$ cat config.mk
export PLATFORM = sky130hd
export DESIGN_NAME = widths_cat_join
export DESIGN_NICKNAME = d
export VERILOG_FILES = /design/src/rtl/widths_pkg.sv /design/src/rtl/widths_hold_reg.sv /design/src/rtl/widths_cat_join.sv
export SDC_FILE = /design/constraint.sdc
export NUM_CORES = 1
export LEC_CHECK = 0
export CORE_MARGIN = 3
export CORE_UTILIZATION = 42
export CTS_CLUSTER_DIAMETER = 80
export DETAILED_ROUTE_END_ITERATION = 8
export PLACE_DENSITY = 0.74
export SETUP_SLACK_MARGIN = 0.5
export SLEW_MARGIN = 20
export SYNTH_ARGS = -nofsm -noshare
export SYNTH_HDL_FRONTEND = slang
export SYNTH_SLANG_ARGS = --single-unit
$ cat constraint.sdc
create_clock -name clk -period 1.7 [get_ports clk]
set_clock_uncertainty 0.2 [all_clocks]
set_input_delay 0.17 -clock clk [delete_from_list [all_inputs] [get_ports clk]]
set_output_delay 0.17 -clock clk [all_outputs]
set_load 0.02 [all_outputs]
$ cat src/rtl/widths_pkg.sv
// Shared types for the A/B field join block.
// Join state is the concatenation {a_full, b_full} of the two holding flags.
package widths_pkg;

  typedef enum logic [1:0] {
    StEmpty  = 2'b00,
    StHaveB  = 2'b01,
    StHaveA  = 2'b10,
    StPaired = 2'b11
  } join_state_e;

endpackage

$ cat src/rtl/widths_hold_reg.sv
// Single-entry hold register: a data field plus a full flag.
// A load wins over a clear in the same edge, so a field arriving during a move is kept.
module widths_hold_reg #(
  parameter int unsigned Width = 4
) (
  input  logic             clk,
  input  logic             rst_n,
  input  logic             load_i,
  input  logic             clear_i,
  input  logic [Width-1:0] data_i,
  output logic [Width-1:0] data_o,
  output logic             full_o
);

  logic [Width-1:0] data_d, data_q;
  logic             full_d, full_q;

  always_comb begin
    data_d = data_q;
    full_d = full_q;
    if (clear_i) full_d = 1'b0;
    if (load_i) begin
      full_d = 1'b1;
      data_d = data_i;
    end
  end

  always_ff @(posedge clk or negedge rst_n) begin
    if (!rst_n) begin
      data_q <= '0;
      full_q <= 1'b0;
    end else begin
      data_q <= data_d;
      full_q <= full_d;
    end
  end

  assign data_o = data_q;
  assign full_o = full_q;

endmodule

$ cat src/rtl/widths_cat_join.sv
// Joins one A field and one B field into a registered {A, B} output word,
// counts output handshakes and supports a synchronous flush of held fields.
module widths_cat_join
  import widths_pkg::*;
#(
  parameter int unsigned WIDTH_A = 5,
  parameter int unsigned WIDTH_B = 3,
  parameter int unsigned CNT_W   = 16
) (
  input  logic                       clk,
  input  logic                       rst_n,
  input  logic                       a_valid,
  input  logic [WIDTH_A-1:0]         a_data,
  output logic                       a_ready,
  input  logic                       b_valid,
  input  logic [WIDTH_B-1:0]         b_data,
  output logic                       b_ready,
  output logic                       out_valid,
  output logic [WIDTH_A+WIDTH_B-1:0] out_data,
  input  logic                       out_ready,
  input  logic                       flush,
  output logic [CNT_W-1:0]           pair_count,
  output logic                       flush_drop
);

  localparam int unsigned WidthOut = WIDTH_A + WIDTH_B;

  logic [WIDTH_A-1:0]  a_hold;
  logic [WIDTH_B-1:0]  b_hold;
  logic                a_full, b_full;
  logic                a_hs, b_hs, move, out_hs;
  join_state_e         state;

  logic                out_valid_d, out_valid_q;
  logic [WidthOut-1:0] out_data_d, out_data_q;
  logic [CNT_W-1:0]    cnt_d, cnt_q;
  logic                flush_drop_d, flush_drop_q;

  assign state   = join_state_e'({a_full, b_full});
  // Flush blocks the move so a discarded pair never reaches the output.
  assign move    = (state == StPaired) & (!out_valid_q | out_ready) & !flush;
  assign a_ready = (!a_full | move) & !flush;
  assign b_ready = (!b_full | move) & !flush;
  assign a_hs    = a_valid & a_ready;
  assign b_hs    = b_valid & b_ready;
  assign out_hs  = out_valid_q & out_ready;

  widths_hold_reg #(
    .Width (WIDTH_A)
  ) u_hold_a (
    .clk     (clk),
    .rst_n   (rst_n),
    .load_i  (a_hs),
    .clear_i (move | flush),
    .data_i  (a_data),
    .data_o  (a_hold),
    .full_o  (a_full)
  );

  widths_hold_reg #(
    .Width (WIDTH_B)
  ) u_hold_b (
    .clk     (clk),
    .rst_n   (rst_n),
    .load_i  (b_hs),
    .clear_i (move | flush),
    .data_i  (b_data),
    .data_o  (b_hold),
    .full_o  (b_full)
  );

  always_comb begin
    out_valid_d = out_valid_q;
    out_data_d  = out_data_q;
    if (out_hs) out_valid_d = 1'b0;
    if (move) begin
      out_valid_d = 1'b1;
      out_data_d  = {a_hold, b_hold};
    end
    cnt_d        = out_hs ? cnt_q + CNT_W'(1) : cnt_q;
    flush_drop_d = flush & (a_full | b_full);
  end

  always_ff @(posedge clk or negedge rst_n) begin
    if (!rst_n) begin
      out_valid_q  <= 1'b0;
      out_data_q   <= '0;
      cnt_q        <= '0;
      flush_drop_q <= 1'b0;
    end else begin
      out_valid_q  <= out_valid_d;
      out_data_q   <= out_data_d;
      cnt_q        <= cnt_d;
      flush_drop_q <= flush_drop_d;
    end
  end

  assign out_valid  = out_valid_q;
  assign out_data   = out_data_q;
  assign pair_count = cnt_q;
  assign flush_drop = flush_drop_q;

endmodule

==> summary by stage, run 1 <==
Pwr
The sequential cell fraction of total power is 42.8%. The proportion of power drawn by combinational gates is 34.9%. The clock network accounts for 22.3% of the total power. The design internal power is 1890 µW. In this run the power spent charging and discharging nets is 809 µW. Power spread over the standard cell area amounts to 1000 mW/mm². The leakage component of the power is 0.00133 µW.

The switching share of power is 30.0%. Across the VDD grid, the largest voltage drop is 0.701 mV.

Floorplan
The die is 65.7 µm wide. The effective utilization at floorplan is 44.2%. The number of core rows is 21. 42 I/O pins were placed.

After floorplanning, the core was sized to cover 0.00339 mm². The floorplan die area is 0.00432 mm². The die height is 65.7 µm.

Clocking
The maximum buffer depth of the clock tree is 2. The root buffer cell chosen for the clock tree is sky130_fd_sc_hd__clkbuf_4. The H-tree generated during clock tree synthesis spans 2 levels.

Clock-pin slew was measured on the worst setup and hold paths at 0.13 ns. TritonCTS created 5 clock buffers. The TritonCTS clock tree is done. For the worst-skew pair, the clock arrives at the later sink with an insertion delay of 0.35 ns.

Clock tree synthesis found a total of 36 sinks.

Setup path
The maximum fanout along the worst path is 3. STA classifies the critical path startpoint as a flip-flop. In this design, the stage delay of the slowest critical-path cell is 0.42 ns. The endpoint identified for the worst register-to-register timing path is u_hold_b.data_o[1]. The source of the worst register-to-register timing path is out_valid. The element type at the critical path end is a flip-flop. The worst register-to-register path has a setup slack of -0.08 ns. The largest individual stage delay along the critical path comes from the cell sky130_fd_sc_hd__dfrtp_2.

STA puts the critical path data arrival time at 1.80 ns. Tracing the worst setup path back leads to its startpoint at out_valid. The number of cell instances on the worst register-to-register path is 6. The category of the critical setup timing path is flip-flop to flip-flop. The end of the critical path is u_hold_b.data_o[1]. The required time at the endpoint of the critical path is 1.72 ns. Traced cell by cell, the critical path runs through buf_4, nand2b_4, a21boi_4, buf_6, nor3b_4, mux2_4.

Route
The final antenna-violating net count is 0. After the first detailed-routing iteration, the DRC count stood at 44. The length of the first detailed-routing pass in iterations is 4. In the routed design, unresolved DRC markers number 0. The routed layout has 1207 vias. The routed wire length is 4.04 mm. In the final routed layout, each cell accounts on average for 16.3 µm.

The number of vias per cell after detailed routing is 4.87.

Place
The number of input and output port buffers inserted is 41. The worst setup slack before clock tree synthesis is -0.427 ns. The last weighted congestion value of the routability-driven placer is 0.820. The post-detailed-placement cell area is 0.00210 mm². The half-perimeter wire length of the detailed placement result is 2.09 mm.

Flow run
Max-cap violations in this run came to 0.

Synth
The netlist area before placement is 0.00150 mm². The fraction of post-synthesis cell area in the top cell type by area is 60.2%. The synthesized netlist net count is 123. The synthesized design spends more area on one cell type than any other, namely sky130_fd_sc_hd__dfrtp_1. The sequential cell area fraction in the yosys report is 60.2%. The average size of a mapped cell is 13.9 µm².

The Yosys step of the flow raised 0 warnings. The synthesized instance count is 108. After synthesis the netlist holds a flip-flop and latch count of 36. Yosys mapped the design onto 23 distinct sky130hd cell types. Yosys attributes the largest share of cell area to sky130_fd_sc_hd__dfrtp_1 60%, sky130_fd_sc_hd__mux2_2 13%, sky130_fd_sc_hd__xnor2_1 5.8%, sky130_fd_sc_hd__xor2_1 2.9%, sky130_fd_sc_hd__nor2_1 2.3%.

Finish
The share of cells above drive strength 1 is 65.3%. The final standard cell utilization of the core is 79.5%. Fill cells in the final layout number 194.

The area added between synthesis and finish is 79.9%. The net count reported at finish is 216. The finished cells cover 0.00269 mm². The antenna diode instance count is 0.

Global routing
Entering global routing, the biggest net connects 37 pins. The aggregate global-route resource usage is 19.4%. The aggregate global routing overflow is 0. The global-route wire length before repair is 6.22 mm. The number of global-route vias before repair was 1312. The number of antenna violations at the first check in global routing is 0.

STA
The timing-limited maximum frequency is 0.561 GHz. The slew at the pin closest to its max-slew limit is 0.294 ns. Setup repair after global routing could not meet its margin everywhere.

Subtracting the final worst setup slack from the clock period gives 1.78 ns. The final worst slack is -0.0837 ns. The number of slew-limit violations in the final report is 0. The post-route worst hold slack is 0.220 ns.

Setup violations remaining at the end of the flow were counted as 8. The final hold violation count is 0. The ratio of final minimum period to clock period is 105%. Headroom to the max-slew limit came out at 80.2%.

Status
The flow ran to the end, but the final reports show violations. The final reports fail on setup timing.

Min path
The kind of path behind the tightest hold check is primary input to flip-flop.
==> final cells by class <==
| type | count | area (µm²) | share of cell area, % |
|---|---|---|---|
| sequential | 36 | 912 | 33.9 |
| timing repair buffer | 87 | 846 | 31.4 |
| multi-input combinational | 70 | 798 | 29.6 |
| tap | 46 | 57.6 | 2.14 |
| clock buffer | 6 | 41.3 | 1.53 |
| clock inverter | 2 | 35.0 | 1.30 |
| inverter | 1 | 3.75 | 0.139 |
==> cells in the mapped netlist <==
master / number
sky130_fd_sc_hd__nand4_1: 3
sky130_fd_sc_hd__dfrtp_1: 36
sky130_fd_sc_hd__nor2_1: 9
sky130_fd_sc_hd__a21boi_2: 2
sky130_fd_sc_hd__ha_1: 1
sky130_fd_sc_hd__mux2_2: 17
sky130_fd_sc_hd__or2_2: 1
sky130_fd_sc_hd__nor3b_2: 1
sky130_fd_sc_hd__nand2b_2: 1
sky130_fd_sc_hd__nand4b_2: 1
sky130_fd_sc_hd__clkbuf_2: 1
sky130_fd_sc_hd__and2_1: 1
sky130_fd_sc_hd__nor4_2: 2
sky130_fd_sc_hd__xnor2_1: 10
sky130_fd_sc_hd__nand4_2: 1
sky130_fd_sc_hd__and4_2: 1
sky130_fd_sc_hd__nor3b_4: 1
sky130_fd_sc_hd__xor2_1: 5
sky130_fd_sc_hd__o21a_1: 1
sky130_fd_sc_hd__nand3_1: 4
sky130_fd_sc_hd__and4_1: 1
sky130_fd_sc_hd__nand2_1: 7
sky130_fd_sc_hd__inv_1: 1
==> sequential cells by signal, indices dropped and copies added, names as in the netlist <==
name	count
u_hold_b.full_o	1
u_hold_a.data_o	5
pair_count	16
out_valid	1
u_hold_b.data_o	3
out_data	8
u_hold_a.full_o	1
flush_drop	1
==> metrics by stage <==
step,total power (µW),TNS [ns],cells
after floorplan,1430,0,108
after global placement,1760,-4.83,204
after detailed placement,1780,-5.64,204
after CTS,2630,0,243
after global routing,2830,-1.27,248
final,2700,-0.391,248
==> cell usage in the layout (no fill, tap or decap), types with 3 or more instances in the layout <==
master,netlist,routed
sky130_fd_sc_hd__clkdlybuf4s50_1,0,12
sky130_fd_sc_hd__xor2_1,5,3
sky130_fd_sc_hd__nor2_1,9,5
sky130_fd_sc_hd__clkbuf_4,0,5
sky130_fd_sc_hd__nor2_4,0,3
sky130_fd_sc_hd__xnor2_2,0,3
sky130_fd_sc_hd__buf_4,0,33
sky130_fd_sc_hd__buf_6,0,39
sky130_fd_sc_hd__dfrtp_1,36,27
sky130_fd_sc_hd__nand4_1,3,3
sky130_fd_sc_hd__xnor2_1,10,7
sky130_fd_sc_hd__mux2_2,17,7
sky130_fd_sc_hd__nand2_1,7,5
sky130_fd_sc_hd__mux2_4,0,10
sky130_fd_sc_hd__dfrtp_2,0,9
==> critical path: cells and delay by family (launching register included) <==
kind | cells | cell delay (ns)
buffers and inverters | 2 | 0.26
and+or+nand+nor | 2 | 0.37
muxes | 1 | 0.33
DFF | 1 | 0.42
AOI/OAI and AO/OA | 1 | 0.07
==> repair_timing <==
| item | CTS | global route |
|---|---|---|
| buffers inserted | 30 | 5 |
| hold buffers | 1 | 0 |
| endpoints found under the setup margin | 62 | 63 |
| pin swaps | 21 | 11 |
| gates cloned | 0 | 0 |
| gates resized for setup | 193 | 22 |
| hold endpoints to repair | 28 | 0 |
==> power groups by stage <==
stage / Sequential (µW) / Combinational, µW / Clock, µW
floorplan: 1260 / 173 / 0
global route: 1170 / 1010 / 650
CTS: 1140 / 881 / 608
global placement: 1130 / 629 / 0
finish: 1150 / 942 / 601
detailed placement: 1140 / 642 / 0
==> worst min-delay path by stage <==
stage                        start                 end  depth (start not counted)
finish                   a_data[2]  u_hold_a.data_o[2]                          2
global route             a_data[2]  u_hold_a.data_o[2]                          2
global placement    pair_count[15]      pair_count[15]                          1
floorplan                    rst_n          flush_drop                          0
detailed placement  pair_count[15]      pair_count[15]                          1
CTS                      a_data[2]  u_hold_a.data_o[2]                          2
==> cell families (layout without fill, tap and decap cells) <==
family          Yosys count  count (layout)  synth area share, %
compound gates            3               3                 2.01
xor+xnor                 15              15                 8.77
fa+ha+maj                 1               1                0.835
buf+inv                   2              96                0.584
flops                    36              36                 60.2
mux                      17              17                 12.8
simple gates             34              34                 14.9
==> routing by layer <==
layer	wire length (µm)	vias to the layer above	global-route usage [%]
li1	-	564	-
met3	251	11	8.03
met5	0	-	0
met1	1590	584	21.9
met2	2100	48	32.2
met4	98	0	7.77
Note: power is estimated with default switching activity, not from simulation.
==> inputs of run 2 (changes only) <==
--- a/config.mk
+++ b/config.mk
@@ -5,10 +5,12 @@
 export SDC_FILE = /design/constraint.sdc
 export NUM_CORES = 1
 export LEC_CHECK = 0
+export CORE_ASPECT_RATIO = 2
 export CORE_MARGIN = 3
 export CORE_UTILIZATION = 42
 export CTS_CLUSTER_DIAMETER = 80
 export DETAILED_ROUTE_END_ITERATION = 8
+export MAX_ROUTING_LAYER = met4
 export PLACE_DENSITY = 0.74
 export SETUP_SLACK_MARGIN = 0.5
 export SLEW_MARGIN = 20
==> run 2 against run 1 <==
Compared with the run above: the run now ends clean; critical path depth decreased by 1; sequential share of layout area is 0.41 points higher; total power up 4.8%; clock power increased by 22%; sequential cell count stayed put; critical endpoint is now u_hold_a.data_o[0]; largest power group unchanged; highest routed layer unchanged.
==> summary by stage, run 2 (synthesized netlist as in run 1, its figures left out) <==
Pwr
The maximum vdd drop is 0.940 mV. The power per cell area is 1060 mW/mm². The leakage component of the power is 0.00134 µW.

Route
The count of nets left with antenna violations once routing finished came out at 0. Dividing the detail-routed wire length by the instance count gives 15.8 µm. The length of the first detailed-routing pass in iterations is 4. After detailed routing, the number of vias per cell comes to 4.93.

The total via count in the routed design is 1208. In this run, the number of DRC markers left after iteration 0 of detailed routing was 15. For this run, design rule violations remaining after detail routing come to 0. The routed wire length is 3.88 mm.

STA
Headroom to the max-slew limit came out at 81.6%. The final hold violation count was 0. For this run, the top clock speed supported by timing is 0.594 GHz. At the pin with the least slew margin, the transition time is 0.274 ns.

Hold timing on the final database bottoms out at a slack of 0.0527 ns. Setup violations remaining at the end of the flow were counted as 0. The number of slew-limit violations in the final report is 0.

The clock period minus final worst setup slack is 1.68 ns. The ratio of final minimum period to clock period is 99.0%. Setup repair after global routing could not meet its margin everywhere.

Min path
The kind of path behind the tightest hold check is primary input to asynchronous set/reset pin.

Clocking
The total clock sinks is 36. TritonCTS built the clock tree. TritonCTS created 5 clock buffers. The root buffer cell is sky130_fd_sc_hd__clkbuf_8. The clock passes through at most 2 buffers.

The clock transition at the registers of the reported paths is 0.07 ns. The worst-skew pair later-pin latency is 0.29 ns. The total number of H-tree levels is 2.

Setup path
STA puts the critical path data required time at 1.67 ns. STA puts the critical path data arrival time at 1.66 ns. The startpoint type of the worst setup path is a flip-flop. The maximum cell stage delay along the critical path is 0.45 ns. The critical path goes through a21boi_4, buf_12, nor3b_4, buf_6, mux2_4. The number of cell instances on the worst register-to-register path is 5. In this run the critical register-to-register path is launched from u_hold_a.full_o. Of all nets on the critical path, the largest fanout is 5. The critical path is of the flip-flop to flip-flop type.

The slowest cell on the critical path is sky130_fd_sc_hd__dfrtp_2. The element type at the critical path end is a flip-flop. The critical path starts at u_hold_a.full_o.

Place
The half-perimeter wire length of the detailed placement result is 2.28 mm. The number of input and output port buffers inserted is 41. At the end of routability-driven placement, the weighted congestion stood at 0.797.

Floorplan
The effective utilization at floorplan is 43.8%. The core region is 0.00342 mm². The die is 48.2 µm wide. Row generation in the floorplan step produced 30 rows.

The boundary pin count is 42. The floorplan step defined a die boundary enclosing 0.00436 mm². The die is 90.5 µm tall.

Finish
The net count reported at finish is 211. The number of flip-flops under the largest register name is 16. Cells with a size suffix above 1 make up 63.5% of the layout.

The commonest non-fill, non-tap cell in the layout is sky130_fd_sc_hd__buf_6. The area added between synthesis and finish is 78.2%. The antenna diode instance count is 0. Leaving out fill and tap cells, the most frequent cells in the layout are 37 x sky130_fd_sc_hd__buf_6, 29 x sky130_fd_sc_hd__buf_4, 25 x sky130_fd_sc_hd__dfrtp_1, 16 x sky130_fd_sc_hd__mux2_4, 12 x sky130_fd_sc_hd__clkdlybuf4s50_1. For this run, the share of the core covered by cells in the final layout is 78.1%.

Global routing
For this run, the total global-route usage over all layers was measured as 19.3%. The first global-routing pass estimated 5.79 mm of wire. The aggregate global routing overflow is 0.

The pin count of the biggest net entering global routing is 37. The number of antenna violations at the first check in global routing was 0. The number of global-route vias before repair is 1235.

Status
The flow ran to the end, and the final reports show no timing, DRC or antenna violations.

Flow run
The reported max-cap violation count is 0.
## run 2: cell count changes in the layout (fill, tap and decap cells not counted), sizes merged
cell         before  now
buf              73   68
nand4b            1    2
dlygate4sd3       1    0
## run 2: worst paths after layout
path                                 endpoint  slack [ns]
setup / recovery           u_hold_a.data_o[0]        0.02
hold / removal                 pair_count[12]        0.05
setup reg to reg           u_hold_a.data_o[0]        0.02
hold reg to reg                   out_data[7]        0.32
max in group asynchronous     u_hold_a.full_o        1.05
min in group clk           u_hold_a.data_o[3]        0.30
## run 2: through the flow
step           worst slack, ns  area, µm²  total power, µW  TNS, ns  cells
2_1_floorplan           0.0859       1550             1430        0    108
3_3_place_gp            -0.343       2090             1750    -6.66    205
3_5_place_dp            -0.343       2090             1780    -7.18    205
4_1_cts                 0.0164       2400             2640        0    230
5_1_grt                -0.0297       2670             2960   -0.161    245
6_report                0.0174       2670             2830        0    245
## run 2: per-layer routing
metal	vias to the layer above	track usage, %	wire, µm
li1	550	-	-
met1	603	19.9	1250
met2	40	31.8	2320
met3	15	4.99	160
met4	0	8.76	150
met5	-	-	0
## run 2: power breakdown
part	leakage, µW	switching (µW)	internal (µW)
clock network	0.0000552	296	435
logic	0.000841	367	587
registers	0.000446	128	1010
## run 2: layout make-up
cell class / instances / area (µm²)
clock buffer: 6 / 72.6
tap: 48 / 60.1
timing repair buffer: 81 / 803
fill: 200 / 747
clock inverter: 2 / 35.0
inverter: 1 / 3.75
multi-input combinational: 71 / 779
sequential: 36 / 915
## run 2: repair_timing
item | in CTS | in global routing
hold buffers | 0 | 0
hold endpoints to repair | 0 | 0
pin swaps | 10 | 11
gates cloned | 0 | 1
resized for setup | 168 | 46
buffers inserted | 17 | 14
setup endpoints to repair | 61 | 62
## run 2: critical path, delay by kind of cell (launching register included)
family	cells	cell delay, ns
compound gates	1	0.17
buf+inv	2	0.28
flops	1	0.45
mux	1	0.30
simple gates	1	0.17
==> inputs of run 3 (changes only) <==
--- a/config.mk
+++ b/config.mk
@@ -5,13 +5,15 @@
 export SDC_FILE = /design/constraint.sdc
 export NUM_CORES = 1
 export LEC_CHECK = 0
+export CELL_PAD_IN_SITES_DETAIL_PLACEMENT = 1
+export CELL_PAD_IN_SITES_GLOBAL_PLACEMENT = 1
 export CORE_ASPECT_RATIO = 2
 export CORE_MARGIN = 3
-export CORE_UTILIZATION = 42
+export CORE_UTILIZATION = 34
 export CTS_CLUSTER_DIAMETER = 80
 export DETAILED_ROUTE_END_ITERATION = 8
 export MAX_ROUTING_LAYER = met4
-export PLACE_DENSITY = 0.74
+export PLACE_DENSITY_LB_ADDON = 0.1
 export SETUP_SLACK_MARGIN = 0.5
 export SLEW_MARGIN = 20
 export SYNTH_ARGS = -nofsm -noshare
==> run 3 against run 2 <==
Compared with the run above: the flow now finishes with violations (setup timing); sequential cell count unchanged; sequential share of layout area fell by 1.2 points; hold slack better by 0.12 ns; global-route usage shrank 1.6 points; register-to-register slack lost 0.02 ns; worst setup slack got worse by 0.024 ns; critical endpoint is now u_hold_a.data_o[3]; highest routed layer unchanged.
==> summary by stage, run 3 (synthesized netlist as in run 1, its figures left out) <==
Setup path
The critical path goes through nand2b_4, a21boi_4, buf_12, nor3b_4, buf_6, mux2_4. The number of cell instances on the worst register-to-register path is 6. The endpoint identified for the worst register-to-register timing path is u_hold_a.data_o[3].

For this run, the slowest stage of the critical path takes 0.44 ns. The maximum fanout along the worst path is 5. The worst register-to-register path has a setup slack of -0.006 ns. Data on the critical path is required at its endpoint by 1.67 ns. The category of the critical setup timing path is flip-flop to flip-flop. The largest individual stage delay along the critical path comes from the cell sky130_fd_sc_hd__dfrtp_2. The startpoint type of the worst setup path is a flip-flop.

The worst setup path is captured at a flip-flop. The worst register-to-register path begins at out_valid. The arrival time of the worst setup path is 1.68 ns.

Clocking
The longest clock path from root to sink contains 2 buffers. The TritonCTS clock tree is done. The root buffer cell is sky130_fd_sc_hd__clkbuf_8.

The clock net in this run drives a total of 36 sinks. In this run, CTS created clock tree buffers numbering 5. The worst-skew pair later-pin latency is 0.29 ns. CTS built an H-tree with a depth of 2. The clock transition at the registers of the reported paths is 0.07 ns.

Route
In the routed design, unresolved DRC markers number 0. The routed wire length is 4.65 mm. In the routed layout, each cell is associated on average with a via count of 4.83. The number of DRC violations after detailed-routing iteration 0 is 7. The count of nets left with antenna violations once routing finished came out at 0. After detailed routing, the average wire length per cell comes to 18.5 µm. The first detailed-routing pass ran for 3 iterations. The total via count in the routed design is 1213.

Finish
The share of cells above drive strength 1 is 67.8%. The final standard cell utilization of the core is 66.3%. The number of flip-flops under the largest register name is 16. After routing the design area is 0.00276 mm². Relative to the synthesized area, the layout overhead comes to 84.5%. The number of antenna diodes in the final layout is 0. The library cells used most frequently in the layout, excluding fill and tap cells, are 44 x sky130_fd_sc_hd__buf_6, 26 x sky130_fd_sc_hd__dfrtp_1, 22 x sky130_fd_sc_hd__buf_4, 16 x sky130_fd_sc_hd__mux2_4, 11 x sky130_fd_sc_hd__clkdlybuf4s50_1. Excluding fillers, the count of instances in the completed layout stands at 251. The filler cells instantiated in the layout total 394. The library cell used most frequently in the layout, excluding fill and tap cells, is sky130_fd_sc_hd__buf_6.

At the end of the flow, the number of nets in the layout was 213.

Global routing
The aggregate global routing overflow is 0. Entering global routing, the biggest net connects 20 pins. In the global route stage, overall resource usage came out at 17.6%. The global-route wire length before repair is 6.49 mm. The number of antenna violations at the first check in global routing is 0. The number of global-route vias before repair is 1323.

STA
For the pin with the worst max-slew slack, the measured transition is 0.483 ns. Setup repair after global routing could not meet its margin everywhere. The final hold violation count is 0.

Of the available clock period, the critical path in the final layout requires 100%. Derived from the worst setup path, the maximum achievable clock frequency is 0.586 GHz. The setup-violating endpoint count in the final report is 4. The worst pin sits at a relative slew slack of 67.8%. The post-route worst hold slack is 0.175 ns. The number of slew-limit violations in the final report is 0. The smallest clock period supported by the final layout is computed as 1.71 ns. Across all setup checks in the final design, the least slack found is -0.00618 ns.

Min path
The path class of the tightest hold or removal check is primary input to asynchronous set/reset pin.

Floorplan
42 I/O pins were placed. In this run the vertical extent of the chip is 99.9 µm. The effective utilization at floorplan is 35.9%.

The core box area is 0.00417 mm². In this run the core area contains 33 standard-cell rows. The floorplan die area is 0.00529 mm².

The floorplan step set the die width to 52.9 µm.

Place
Summing all placed instances gives a cell area of 0.00213 mm². The cell count after placement is 212. The number of input and output port buffers inserted is 41. Detailed placement ended at an HPWL of 2.68 mm. At the end of routability-driven placement, the weighted congestion stood at 0.677.

Flow run
The reported max-cap violation count is 0.

Status
The run finished, with violations left. The checks that failed: setup timing.

Pwr
The analysis attributes to cell leakage a power of 0.00141 µW. The maximum vdd drop is 0.901 mV. Power spread over the standard cell area amounts to 989 mW/mm².
run 3: cell count changes in the layout (fill, tap and decap cells not counted), sizes merged:
cell,before,now
buf,68,70
bufinv,1,0
clkdlybuf4s50,12,11
clkinv,1,2
dlygate4sd3,0,1
run 3: final cells by class:
class	instances	area (µm²)	share of cell area, %
Clock inverter	2	10.0	0.362
Tap cell	52	65.1	2.35
Inverter	1	3.75	0.136
Timing Repair Buffer	83	840	30.4
Sequential cell	36	913	33.0
Clock buffer	6	82.6	2.99
Multi-Input combinational cell	71	850	30.7
run 3: worst max-delay path, delay by kind of cell, from the launching register on:
kind | cells | cell delay [ns]
flip-flops | 1 | 0.44
multiplexers | 1 | 0.30
buffers and inverters | 2 | 0.29
AND/OR/NAND/NOR | 2 | 0.28
AO/OA/AOI/OAI | 1 | 0.08
run 3: worst max path at each step:
stage	from	to	cells after the start
2_1_floorplan	pair_count[0]	pair_count[6]	5
3_3_place_gp	out_ready	u_hold_b.data_o[1]	6
3_5_place_dp	out_ready	u_hold_b.data_o[0]	6
4_1_cts	out_valid	u_hold_a.data_o[3]	6
5_1_grt	pair_count[1]	pair_count[7]	5
6_report	out_valid	u_hold_a.data_o[3]	6
run 3: metrics by stage:
| step | power, µW | setup slack [ns] | setup TNS [ns] |
|---|---|---|---|
| final | 2730 | -0.00618 | -0.0177 |
| after global routing | 2870 | -0.0709 | -0.466 |
| after CTS | 2600 | 0.00288 | 0 |
| after detailed placement | 1790 | -0.376 | -7.37 |
| after global placement | 1760 | -0.361 | -6.43 |
| after floorplan | 1430 | 0.0859 | 0 |
run 3: what timing repair did:
| action | CTS | global route |
|---|---|---|
| gates resized for setup | 186 | 44 |
| endpoints found under the setup margin | 62 | 63 |
| gates cloned | 1 | 0 |
| hold buffers | 1 | 0 |
| endpoints found under the hold margin | 36 | 0 |
| setup buffers | 20 | 9 |
| pin swaps | 17 | 18 |
run 3: per-layer routing:
layer	GRT usage, %	wire, µm	share of wire [%]
met1	16.8	1550	33
met2	33.1	2850	61
met3	3.27	172	3.7
met4	6.50	77	1.7
met5	-	0	0
run 3: power breakdown:
group,total [µW],internal (µW),switching (µW)
combinational,942,584,358
clock,632,323,308
sequential,1160,1010,147
